--- src/rtl/ult_pkg.sv ---
// Shared types and helpers for the multi-channel ultrasonic ranger.
//   state_t        : ranging FSM states
//   ZONE_*         : distance-zone codes presented on the zone outputs
//   zone_classify  : maps an echo width onto a zone code (unsigned compare)
// Optional feature macro used by the top: ULT_AVG2_EN (two-sample averaging).
package ult_pkg;

    typedef enum logic [2:0] {
        IDLE,
        TRIG,
        WAIT_ECHO,
        MEASURE,
        DONE,
        HOLDOFF
    } state_t;

    localparam logic [1:0] ZONE_NONE = 2'b00;
    localparam logic [1:0] ZONE_NEAR = 2'b01;
    localparam logic [1:0] ZONE_MID  = 2'b10;
    localparam logic [1:0] ZONE_FAR  = 2'b11;

    function automatic logic [1:0] zone_classify(input logic [31:0] w,
                                                 input logic [31:0] near_cyc,
                                                 input logic [31:0] far_cyc);
        if (w < near_cyc)
            return ZONE_NEAR;
        else if (w < far_cyc)
            return ZONE_MID;
        else
            return ZONE_FAR;
    endfunction

endpackage

--- src/rtl/ult_ranger_multi_if.sv ---
// Sensor-side bundle of the ultrasonic ranger.
//   enable   : run round-robin while high
//   echo     : raw echo inputs, one per channel
//   trig     : trigger outputs, at most one high
//   width    : last echo width per channel, channel k at [k*CNT_W +: CNT_W]
//   zone     : zone code per channel, channel k at [2*k +: 2]
//   timeout  : per-channel timeout flag
//   valid    : one-cycle pulse when a channel result updates
//   valid_ch : channel index belonging to valid
// master = controller/driver side, slave = ranger side.
interface ult_ranger_multi_if #(
    parameter int N_CH  = 2,
    parameter int CNT_W = 21
);
    logic                    enable;
    logic [N_CH-1:0]         echo;
    logic [N_CH-1:0]         trig;
    logic [N_CH*CNT_W-1:0]   width;
    logic [N_CH*2-1:0]       zone;
    logic [N_CH-1:0]         timeout;
    logic                    valid;
    logic [2:0]              valid_ch;

    modport master (
        output enable, echo,
        input  trig, width, zone, timeout, valid, valid_ch
    );

    modport slave (
        input  enable, echo,
        output trig, width, zone, timeout, valid, valid_ch
    );
endinterface

--- src/rtl/ult_echo_sync.sv ---
// Echo input conditioner: 2-flop synchroniser followed by an edge-detect
// register. rise/fall are single-cycle pulses derived from the synchronised
// level, so an edge on echo_raw is acted upon 3 clocks later.
//   clock, reset_n : system clock, async active-low reset
//   echo_raw       : asynchronous echo input
//   echo_lvl       : synchronised echo level
//   rise, fall     : edge pulses of echo_lvl
module ult_echo_sync (
    input  logic clock,
    input  logic reset_n,
    input  logic echo_raw,
    output logic echo_lvl,
    output logic rise,
    output logic fall
);
    logic s1, s2, s3;

    always_ff @(posedge clock or negedge reset_n) begin
        if (!reset_n) begin
            s1 <= 1'b0;
            s2 <= 1'b0;
            s3 <= 1'b0;
        end else begin
            s1 <= echo_raw;
            s2 <= s1;
            s3 <= s2;
        end
    end

    assign echo_lvl = s2;
    assign rise     = s2 & ~s3;
    assign fall     = ~s2 & s3;
endmodule

--- src/rtl/ult_ranger_multi.sv ---
// Round-robin ranging controller for N_CH HC-SR04 class sensors. Each channel
// gets a trigger pulse, a timed echo measurement with timeout, and a stored
// echo width plus distance-zone code.
//   clock, reset_n : system clock, async active-low reset
//   bus (slave)    : enable/echo in; trig/width/zone/timeout/valid/valid_ch out
// Optional macro ULT_AVG2_EN: good results are averaged with the previous
// stored width of the channel (first result after reset/timeout is stored raw).
//
// state     | meaning
// IDLE      | parked, waiting for enable
// TRIG      | trig[ch] high for TRIG_CYC cycles
// WAIT_ECHO | waiting for echo rising edge, bounded by TIMEOUT_CYC
// MEASURE   | counting echo high cycles, bounded by TIMEOUT_CYC
// DONE      | commit result of channel ch
// HOLDOFF   | quiet time, then advance to next channel
module ult_ranger_multi #(
    parameter int N_CH        = 2,
    parameter int CNT_W       = 21,
    parameter int TRIG_CYC    = 500,
    parameter int TIMEOUT_CYC = 1_500_000,
    parameter int HOLDOFF_CYC = 3_000_000,
    parameter int NEAR_CYC    = 29_000,
    parameter int FAR_CYC     = 87_000
) (
    input logic           clock,
    input logic           reset_n,
    ult_ranger_multi_if.slave bus
);
    import ult_pkg::*;

    // Trigger and holdoff share one down-counter; holdoff can exceed CNT_W.
    localparam int TMR_MAX = (HOLDOFF_CYC > TRIG_CYC) ? HOLDOFF_CYC : TRIG_CYC;
    localparam int TMR_W   = (TMR_MAX > 1) ? $clog2(TMR_MAX) : 1;
    localparam logic [2:0] LAST_CH = 3'(N_CH - 1);

    state_t               state, next_state;
    logic [2:0]           ch;
    logic [CNT_W-1:0]     cnt;
    logic [TMR_W-1:0]     tmr;
    logic                 meas_to;
    logic                 cnt_tc, tmr_tc;

    logic [N_CH-1:0]      e_lvl, e_rise, e_fall;
    logic                 sel_lvl, sel_rise, sel_fall;

    logic [CNT_W-1:0]     width_r [N_CH];
    logic [1:0]           zone_r  [N_CH];
    logic [N_CH-1:0]      timeout_r;
    logic                 valid_r;
    logic [2:0]           valid_ch_r;
    logic [CNT_W-1:0]     new_w;
    logic [N_CH-1:0]      trig_c;
    logic [N_CH*CNT_W-1:0] width_p;
    logic [N_CH*2-1:0]    zone_p;

    for (genvar k = 0; k < N_CH; k++) begin : g_sync
        ult_echo_sync u_sync (
            .clock    (clock),
            .reset_n  (reset_n),
            .echo_raw (bus.echo[k]),
            .echo_lvl (e_lvl[k]),
            .rise     (e_rise[k]),
            .fall     (e_fall[k])
        );
    end

    always_comb begin
        sel_lvl  = 1'b0;
        sel_rise = 1'b0;
        sel_fall = 1'b0;
        for (int k = 0; k < N_CH; k++) begin
            if (ch == 3'(k)) begin
                sel_lvl  = e_lvl[k];
                sel_rise = e_rise[k];
                sel_fall = e_fall[k];
            end
        end
    end

    assign cnt_tc = (cnt == CNT_W'(TIMEOUT_CYC - 1));
    assign tmr_tc = (tmr == '0);

`ifdef ULT_AVG2_EN
    logic [N_CH-1:0]  primed;
    logic [CNT_W-1:0] old_w;
    logic             prim_sel;
    logic [CNT_W:0]   avg_sum;

    always_comb begin
        old_w    = '0;
        prim_sel = 1'b0;
        for (int k = 0; k < N_CH; k++) begin
            if (ch == 3'(k)) begin
                old_w    = width_r[k];
                prim_sel = primed[k];
            end
        end
        avg_sum = {1'b0, old_w} + {1'b0, cnt};
        new_w   = prim_sel ? avg_sum[CNT_W:1] : cnt;
    end

    always_ff @(posedge clock or negedge reset_n) begin
        if (!reset_n) begin
            primed <= '0;
        end else if (state == DONE) begin
            for (int k = 0; k < N_CH; k++)
                if (ch == 3'(k)) primed[k] <= !meas_to;
        end
    end
`else
    assign new_w = cnt;
`endif

    always_ff @(posedge clock or negedge reset_n) begin
        if (!reset_n) state <= IDLE;
        else          state <= next_state;
    end

    always_comb begin
        next_state = state;
        case (state)
            IDLE:      if (bus.enable) next_state = TRIG;
            TRIG:      if (tmr_tc) next_state = WAIT_ECHO;
            WAIT_ECHO: begin
                if (sel_rise)    next_state = MEASURE;
                else if (cnt_tc) next_state = DONE;
            end
            MEASURE:   if (sel_fall || cnt_tc) next_state = DONE;
            DONE:      next_state = HOLDOFF;
            HOLDOFF:   if (tmr_tc) next_state = bus.enable ? TRIG : IDLE;
            default:   next_state = IDLE;
        endcase
    end

    // Combinational from the state register so reset drops trig at once.
    always_comb begin
        trig_c = '0;
        for (int k = 0; k < N_CH; k++)
            trig_c[k] = (state == TRIG) && (ch == 3'(k));
    end

    always_ff @(posedge clock or negedge reset_n) begin
        if (!reset_n) begin
            ch         <= '0;
            cnt        <= '0;
            tmr        <= '0;
            meas_to    <= 1'b0;
            timeout_r  <= '0;
            valid_r    <= 1'b0;
            valid_ch_r <= '0;
            for (int k = 0; k < N_CH; k++) begin
                width_r[k] <= '0;
                zone_r[k]  <= ZONE_NONE;
            end
        end else begin
            valid_r <= (state == DONE);
            case (state)
                IDLE: begin
                    cnt <= '0;
                    if (bus.enable) tmr <= TMR_W'(TRIG_CYC - 1);
                end
                TRIG: begin
                    if (tmr_tc) cnt <= '0;
                    else        tmr <= tmr - TMR_W'(1);
                end
                WAIT_ECHO: begin
                    // The rise cycle is already the first high cycle of echo_lvl.
                    if (sel_rise) begin
                        cnt     <= CNT_W'(1);
                        meas_to <= 1'b0;
                    end else if (cnt_tc) begin
                        meas_to <= 1'b1;
                    end else begin
                        cnt <= cnt + CNT_W'(1);
                    end
                end
                MEASURE: begin
                    if (sel_fall)
                        meas_to <= 1'b0;
                    else if (cnt_tc)
                        meas_to <= 1'b1;
                    else if (sel_lvl && cnt != '1)
                        cnt <= cnt + CNT_W'(1);
                end
                DONE: begin
                    valid_ch_r <= ch;
                    for (int k = 0; k < N_CH; k++) begin
                        if (ch == 3'(k)) begin
                            if (meas_to) begin
                                zone_r[k]    <= ZONE_NONE;
                                timeout_r[k] <= 1'b1;
                            end else begin
                                width_r[k]   <= new_w;
                                zone_r[k]    <= zone_classify(32'(new_w), 32'(NEAR_CYC), 32'(FAR_CYC));
                                timeout_r[k] <= 1'b0;
                            end
                        end
                    end
                    cnt <= '0;
                    tmr <= TMR_W'(HOLDOFF_CYC - 1);
                end
                HOLDOFF: begin
                    if (tmr_tc) begin
                        ch <= (ch == LAST_CH) ? 3'd0 : ch + 3'd1;
                        if (bus.enable) tmr <= TMR_W'(TRIG_CYC - 1);
                    end else begin
                        tmr <= tmr - TMR_W'(1);
                    end
                end
                default: cnt <= '0;
            endcase
        end
    end

    always_comb begin
        width_p = '0;
        zone_p  = '0;
        for (int k = 0; k < N_CH; k++) begin
            width_p[k*CNT_W +: CNT_W] = width_r[k];
            zone_p[2*k +: 2]          = zone_r[k];
        end
    end

    assign bus.trig     = trig_c;
    assign bus.width    = width_p;
    assign bus.zone     = zone_p;
    assign bus.timeout  = timeout_r;
    assign bus.valid    = valid_r;
    assign bus.valid_ch = valid_ch_r;
endmodule

--- src/flat_wrapper.sv ---
// flat-port wrapper written by rule: the top's interface ports become plain ports
module ult_ranger_multi_flat import ult_pkg::*;
#(
    parameter int N_CH        = 2,
    parameter int CNT_W       = 21,
    parameter int TRIG_CYC    = 500,
    parameter int TIMEOUT_CYC = 1_500_000,
    parameter int HOLDOFF_CYC = 3_000_000,
    parameter int NEAR_CYC    = 29_000,
    parameter int FAR_CYC     = 87_000
)
  (clock, reset_n, bus_enable, bus_echo, bus_trig, bus_width, bus_zone, bus_timeout, bus_valid, bus_valid_ch);
  ult_ranger_multi_if #(.N_CH(N_CH), .CNT_W(CNT_W)) bus_i ();
  input logic clock;
  input logic reset_n;
  input wire logic [$bits(bus_i.enable)-1:0] bus_enable;
  input wire logic [$bits(bus_i.echo)-1:0] bus_echo;
  output wire logic [$bits(bus_i.trig)-1:0] bus_trig;
  output wire logic [$bits(bus_i.width)-1:0] bus_width;
  output wire logic [$bits(bus_i.zone)-1:0] bus_zone;
  output wire logic [$bits(bus_i.timeout)-1:0] bus_timeout;
  output wire logic [$bits(bus_i.valid)-1:0] bus_valid;
  output wire logic [$bits(bus_i.valid_ch)-1:0] bus_valid_ch;
  assign bus_i.enable = bus_enable;
  assign bus_i.echo = bus_echo;
  assign bus_trig = bus_i.trig;
  assign bus_width = bus_i.width;
  assign bus_zone = bus_i.zone;
  assign bus_timeout = bus_i.timeout;
  assign bus_valid = bus_i.valid;
  assign bus_valid_ch = bus_i.valid_ch;
  ult_ranger_multi #(.N_CH(N_CH), .CNT_W(CNT_W), .TRIG_CYC(TRIG_CYC), .TIMEOUT_CYC(TIMEOUT_CYC), .HOLDOFF_CYC(HOLDOFF_CYC), .NEAR_CYC(NEAR_CYC), .FAR_CYC(FAR_CYC)) u_core (.clock(clock), .reset_n(reset_n), .bus(bus_i));
endmodule
--- config.mk ---
export PLATFORM = sky130hd
export DESIGN_NAME = ult_ranger_multi_flat
export DESIGN_NICKNAME = d
export VERILOG_FILES = /design/src/rtl/ult_pkg.sv /design/src/rtl/ult_ranger_multi_if.sv /design/src/rtl/ult_echo_sync.sv /design/src/rtl/ult_ranger_multi.sv /design/src/flat_wrapper.sv
export SDC_FILE = /design/constraint.sdc
export NUM_CORES = 1
export LEC_CHECK = 0
export CAP_MARGIN = 20
export CORE_MARGIN = 2
export CORE_UTILIZATION = 56
export DETAILED_ROUTE_END_ITERATION = 12
export GPL_TIMING_DRIVEN = 0
export PLACE_DENSITY = 0.8
export SKIP_LAST_GASP = 1
export SYNTH_ARGS = -nofsm -noshare
export SYNTH_HDL_FRONTEND = slang
export SYNTH_SLANG_ARGS = --single-unit
--- constraint.sdc ---
create_clock -name clock -period 7.65 [get_ports clock]
set_input_delay 0.765 -clock clock [delete_from_list [all_inputs] [get_ports clock]]
set_output_delay 0.765 -clock clock [all_outputs]
set_load 0.1 [all_outputs]
* Yosys cells after proc, flatten, opt, wreduce, memory -nomap -nowiden
Index checks and enable logic that the tools add are counted.
** Storage, ports and cells
- Register bits after elaboration :: 108
- Output and inout port bits :: 54
- Logic and storage cells :: 103
** Operators by class
- Add/sub/neg operators :: 3
- Magnitude comparators :: 2
- Eq/ne operators :: 18
- Muxes and demuxes :: 34
- Bitwise gates (word level) :: 10
- Reductions and logical operators :: 17
** Operators by type and width (count)
- 2-to-1 mux 21 bit :: 6
- case mux 22 bit (4 select lines) :: 1
- case mux 21 bit (4 select lines) :: 1
- 2-to-1 mux 22 bit :: 3
- logical NOT 22 bit :: 1
- subtractor 22 x 1 -> 22 bit (second input constant) :: 1
- adder 21 x 1 -> 21 bit (second input constant) :: 1
- == test 21 bit (second input constant) :: 1
- < comparator 21 x 15 -> 1 bit (second input constant) :: 1
- < comparator 21 x 17 -> 1 bit (second input constant) :: 1
- 2-to-1 mux 3 bit :: 7
- inequality test 21 bit (second input constant) :: 1
- case mux 3 bit (6 select lines) :: 1
- 2-to-1 mux 1 bit :: 12
- inequality test 2 x 1 -> 1 bit (second input constant) :: 4
- inequality test 2 bit (second input constant) :: 4
- AND reduction 2 bit :: 4
- == test 3 x 1 -> 1 bit (second input constant) :: 2
- == test 3 x 2 -> 1 bit (second input constant) :: 2
- == test 3 bit (second input constant) :: 2
- logical NOT 3 bit :: 2
- NOT 1 bit :: 6
- AND reduction 3 bit :: 2
- AND reduction 6 bit :: 1
- 11 further kinds :: 17

* Logic depth before layout (Yosys ltp)
- Depth after elaboration :: 8
- Mapped depth :: 10
- Gate-level depth less buffers :: 8

* By module
A second synthesis with hierarchy kept.
** Unflattened totals
- Cells, all modules :: 533
- Area total of the unflattened synthesis :: 5370.2 µm²
** Modules (own cells, without submodules)
- ult_ranger_multi :: times used 1, cells each 523, area each 5190.0 µm²
- ult_echo_sync :: times used 2, cells each 5, area each 90.1 µm²

* Least setup slack after synthesis
Ideal clock, no wire load.
- Path kind :: register -> output
- From :: register u_core.state[1]
- To :: output port bus_trig[0]
- Arrival time :: 2.143 ns
- Required time :: 6.885 ns
- Slack :: 4.742 ns
- Stages on the path, launching flop included :: 6
- Path buffers :: 1
- Path through :: dfrtp_1 > nand2b_1 > clkbuf_1 > nor2_1 > nand2_1 > nor2_1
** On the way
- Word-level cells in the longest chain between the ends :: 2
** Ends and longest elaborated chain
- from (decl) :: RTL line ult_ranger_multi.sv:36 : state_t state, next_state;
- from (signal assigned) :: RTL line ult_ranger_multi.sv:116 : else state <= next_state;
- == test 3 x 1 -> 1 bit :: RTL line ult_ranger_multi.sv:139 : trig_c[k] = (state == TRIG) && (ch == 3'(k));
- logical AND 1 bit :: RTL line ult_ranger_multi.sv:139
- to (decl) :: RTL line flat_wrapper.sv:18 : output wire logic [$bits(bus_i.trig)-1:0] bus_trig;
No other way between the ends.

* Worst setup path after layout
- From :: register u_core.state[1]
- To :: output port bus_trig[1]
Same word-level chain as after synthesis.

==> summary.txt <==
Setup WS pre-CTS: 4.577 ns
Max capacitance violation total: 0
Crit path capture type: output port
Minimum period implied by the final worst setup slack: 3.513 ns
Pin count of the biggest net entering global routing: 73
Wire length of the first global-routing pass: 20,240 µm
Number of top-level pins: 59
Clock slew at the register clock pins of the worst setup and hold paths: 0.12 ns
Post-detailed-route count of antenna-violating nets: 0
Per-instance average area after synthesis: 10.29 µm²
EDFF count, synth: 0
Number of standard cells after synthesis: 509
Vias per inst: 6.280
Total placed instance area: 5972 µm²
HPWL reported at the end of detailed placement: 8492 µm
Ratio of total power to cell area: 184.2 nW/µm²
Antenna violations before repair: 0
Biggest area contributors in the synthesized netlist: sky130_fd_sc_hd__dfrtp_1 (52%), sky130_fd_sc_hd__mux2_2 (11%), sky130_fd_sc_hd__o21ai_0 (4.5%)
Fraction of final layout cells with drive strength greater than 1: 0.1372
Total via count after detailed routing: 4,358
H-tree Lvls: 3
Via count of the first global-routing pass: 4,092
Critical setup path kind: reg -> out
Later-pin clock latency in the skew report: 0.39 ns
Worst Slack Setup Final: 4.137 ns
Unique masters post-synth: 61
CTS tree: done
Leak Pwr: 2.617 nW
Routed WL per cell: 17.44 µm
Crit path arrival time: 2.75 ns
Most area-hungry cell type in the Yosys netlist: sky130_fd_sc_hd__dfrtp_1
Complex-gate fraction of the synthesized area: 0.1586
Share of synthesized cell area in and, or, nand and nor gates: 0.1732
Worst supply voltage drop on vdd: 0.09582 mV
Congestion Overflow GR: 0
Chip height: 100.7 µm
Core region area: 9153 µm²
Startpoint type of the worst setup path: flip-flop
Async set-or-reset flop fraction in the synthesized netlist: 1.000
Count of hold buffers inserted by post-cts repair: 0
Sequential cell area fraction in the yosys report: 0.5160
Multiplexer fraction of the synthesized cell area: 0.1094
Post-synthesis adder-cell area fraction: 0.004778
Final setup TNS: 0 ns
Die outline area: 10,140 µm²
Highest Clock Rate: 0.2847 GHz
Worst Max-Slew Pin Slew: 1.113 ns
Period utilisation layout: 0.4592
Area growth from synthesis to layout: 17.73%
Warnings from Yosys: 0
Maximum fanout count along the critical path: 10
Design area: 6166 µm²
Drt pass-1 iters: 5
Filler cells: 727
Number of placement rows: 35
Gates resized, CTS repair: 0
Final setup violation count: 0
Initial core utilization: 0.5722
Post-route DRC: 0
Minimum hold slack: 0.3273 ns
Maximum buffer depth of the clock tree: 2
Placer's final routability congestion estimate: 0.9774
Hold Crit Class: in -> async
Synth Cell Area: 5238 µm²
Antenna Cells: 0
Count of input and output buffers: 57
Clock sink count: 108
Clock skew: 0.01783 ns
Cell at the root of the clock tree: sky130_fd_sc_hd__clkbuf_8
Count of buffers added by post-CTS timing repair for setup: 0
Fraction of post-synthesis cell area in the top cell type by area: 0.5160
Total clock buffers created by CTS: 9
DRT iter0 DRCs: 282
Syn_nets: 516
Leading register cell type out of synthesis: sky130_fd_sc_hd__dfrtp_1
Aggregate global-route resource usage: 0.2510
Status: finished clean
Post-layout net count: 585
Max-slew violation count: 0
Unrepaired setup endpoints after global routing: false
Final-report hold violation count: 0
Critical path required time: 6.88 ns
Slew Limit Headroom: 0.2516
#FFs+latches synth: 108
Aggregate routed wire length: 12,110 µm
Dominant combinational cell family by area after synthesis: simple AND/OR/NAND/NOR gates
Floorplan die width: 100.7 µm
Post-synthesis xor/xnor area fraction: 0.01171
Post-layout total power: 1.136 mW
## power breakdown
part	internal [mW]	total, mW	switching (mW)
registers	0.606	0.663	0.0565
clock network	0.134	0.340	0.207
logic	0.0562	0.132	0.0762
## registers in the layout, indices dropped and copies added, names as in the netlist
register / flops
u_core.g_sync.u_sync.echo_lvl: 2
u_core.tmr: 22
u_core.g_sync.u_sync.s3: 2
u_core.meas_to: 1
u_core.bus.width: 42
u_core.bus.zone: 4
u_core.cnt: 21
u_core.g_sync.u_sync.s1: 2
u_core.bus.valid: 1
u_core.bus.valid_ch: 3
u_core.bus.timeout: 2
u_core.state: 3
u_core.ch: 3
## cell usage after synthesis (all sizes together), types with 2 or more instances
library cell and n:
and2 5, a311o 2, clkbuf 23, o41a 2, buf 5, nand2b 3, o41ai 2, a211oi 3
xor2 4, or2 2, and4 2, or3 7, nor2b 6, nand2 45, nand3 19, nor3 12
a21oi 24, o21a 3, nand4 11, nand4b 2, o31ai 12, ha 2, or4 4, nor4 7
dfrtp 108, o311ai 3, nor3b 2, nor2 40, o211ai 2, o22a 2, o21ai 47, mux2 50
a31oi 14, inv 8, nand3b 2, xnor2 3, and3 3
## cell families (layout without fill, tap and decap cells)
family,Yosys count,in the layout
buffers and inverters,36,110
muxes,51,51
DFF,108,108
AOI/OAI and AO/OA,129,129
adders and majority gates,2,2
and+or+nand+nor,176,176
xor gates and xnor gates,7,7
## worst paths after layout
kind                       cells past startpoint                  startpoint  slack (ns)                                to
setup / recovery                               5             u_core.state[1]        4.14                       bus_trig[1]
hold / removal                                 1                     reset_n        0.33              u_core.bus.width[38]
setup reg to reg                               7               u_core.tmr[1]        4.64                     u_core.cnt[8]
hold reg to reg                                0  u_core.g_sync[0].u_sync.s1        0.36  u_core.g_sync[0].u_sync.echo_lvl
max in group asynchronous                      2                     reset_n        6.63             u_core.bus.timeout[1]
min in group clock                             0  u_core.g_sync[0].u_sync.s1        0.36  u_core.g_sync[0].u_sync.echo_lvl
## per-stage QoR
step / util / cells
after detailed placement: 0.6525 / 678
after CTS: 0.6737 / 694
after global placement: 0.6498 / 677
after floorplan: - / 509
final: 0.6737 / 694
after global routing: 0.6737 / 694
## layer usage
metal | vias to the layer above | GRT usage | wire length, µm
met5 | - | 0 | 0
met4 | 0 | 0.08641 | 241
met3 | 28 | 0.04230 | 685
met2 | 185 | 0.4185 | 6108
met1 | 2127 | 0.3336 | 5071
li1 | 2018 | - | -
## worst max-delay path, stage by stage, from the launching register on
cell and delay, ns:
sky130_fd_sc_hd__dfrtp_1 0.41, sky130_fd_sc_hd__nand2b_1 0.14, sky130_fd_sc_hd__clkbuf_1 0.24, sky130_fd_sc_hd__nor2_1 0.25, sky130_fd_sc_hd__and3_1 0.20, sky130_fd_sc_hd__clkdlybuf4s50_1 1.13
## cell usage in the layout (no fill, tap or decap), drive strengths merged, types with 3 or more instances in the layout
cell type | Yosys | final
dfrtp | 108 | 108
clkdlybuf4s50 | 0 | 56
mux2 | 50 | 50
o21ai | 47 | 47
nand2 | 45 | 45
nor2 | 40 | 40
clkbuf | 23 | 33
a21oi | 24 | 24
nand3 | 19 | 19
a31oi | 14 | 14
nor3 | 12 | 12
o31ai | 12 | 12
nand4 | 11 | 11
inv | 8 | 11
or3 | 7 | 7
nor4 | 7 | 7
buf | 5 | 7
nor2b | 6 | 6
and2 | 5 | 5
or4 | 4 | 4
xor2 | 4 | 4
nand2b | 3 | 3
and3 | 3 | 3
o311ai | 3 | 3
a211oi | 3 | 3
xnor2 | 3 | 3
o21a | 3 | 3
clkinv | 0 | 3
## layout make-up
type,count,area [µm²],share of cell area
plain buffers,28,107.6,0.01745
clock buffers,10,137.6,0.02232
clock inverters,6,56.30,0.009131
inverters,8,30.03,0.004870
multi-input cells,365,2397,0.3888
flip-flops and latches,108,2703,0.4383
well taps,111,138.9,0.02252
repair buffers,58,595.6,0.09659
(Power assumes the default switching activity.)
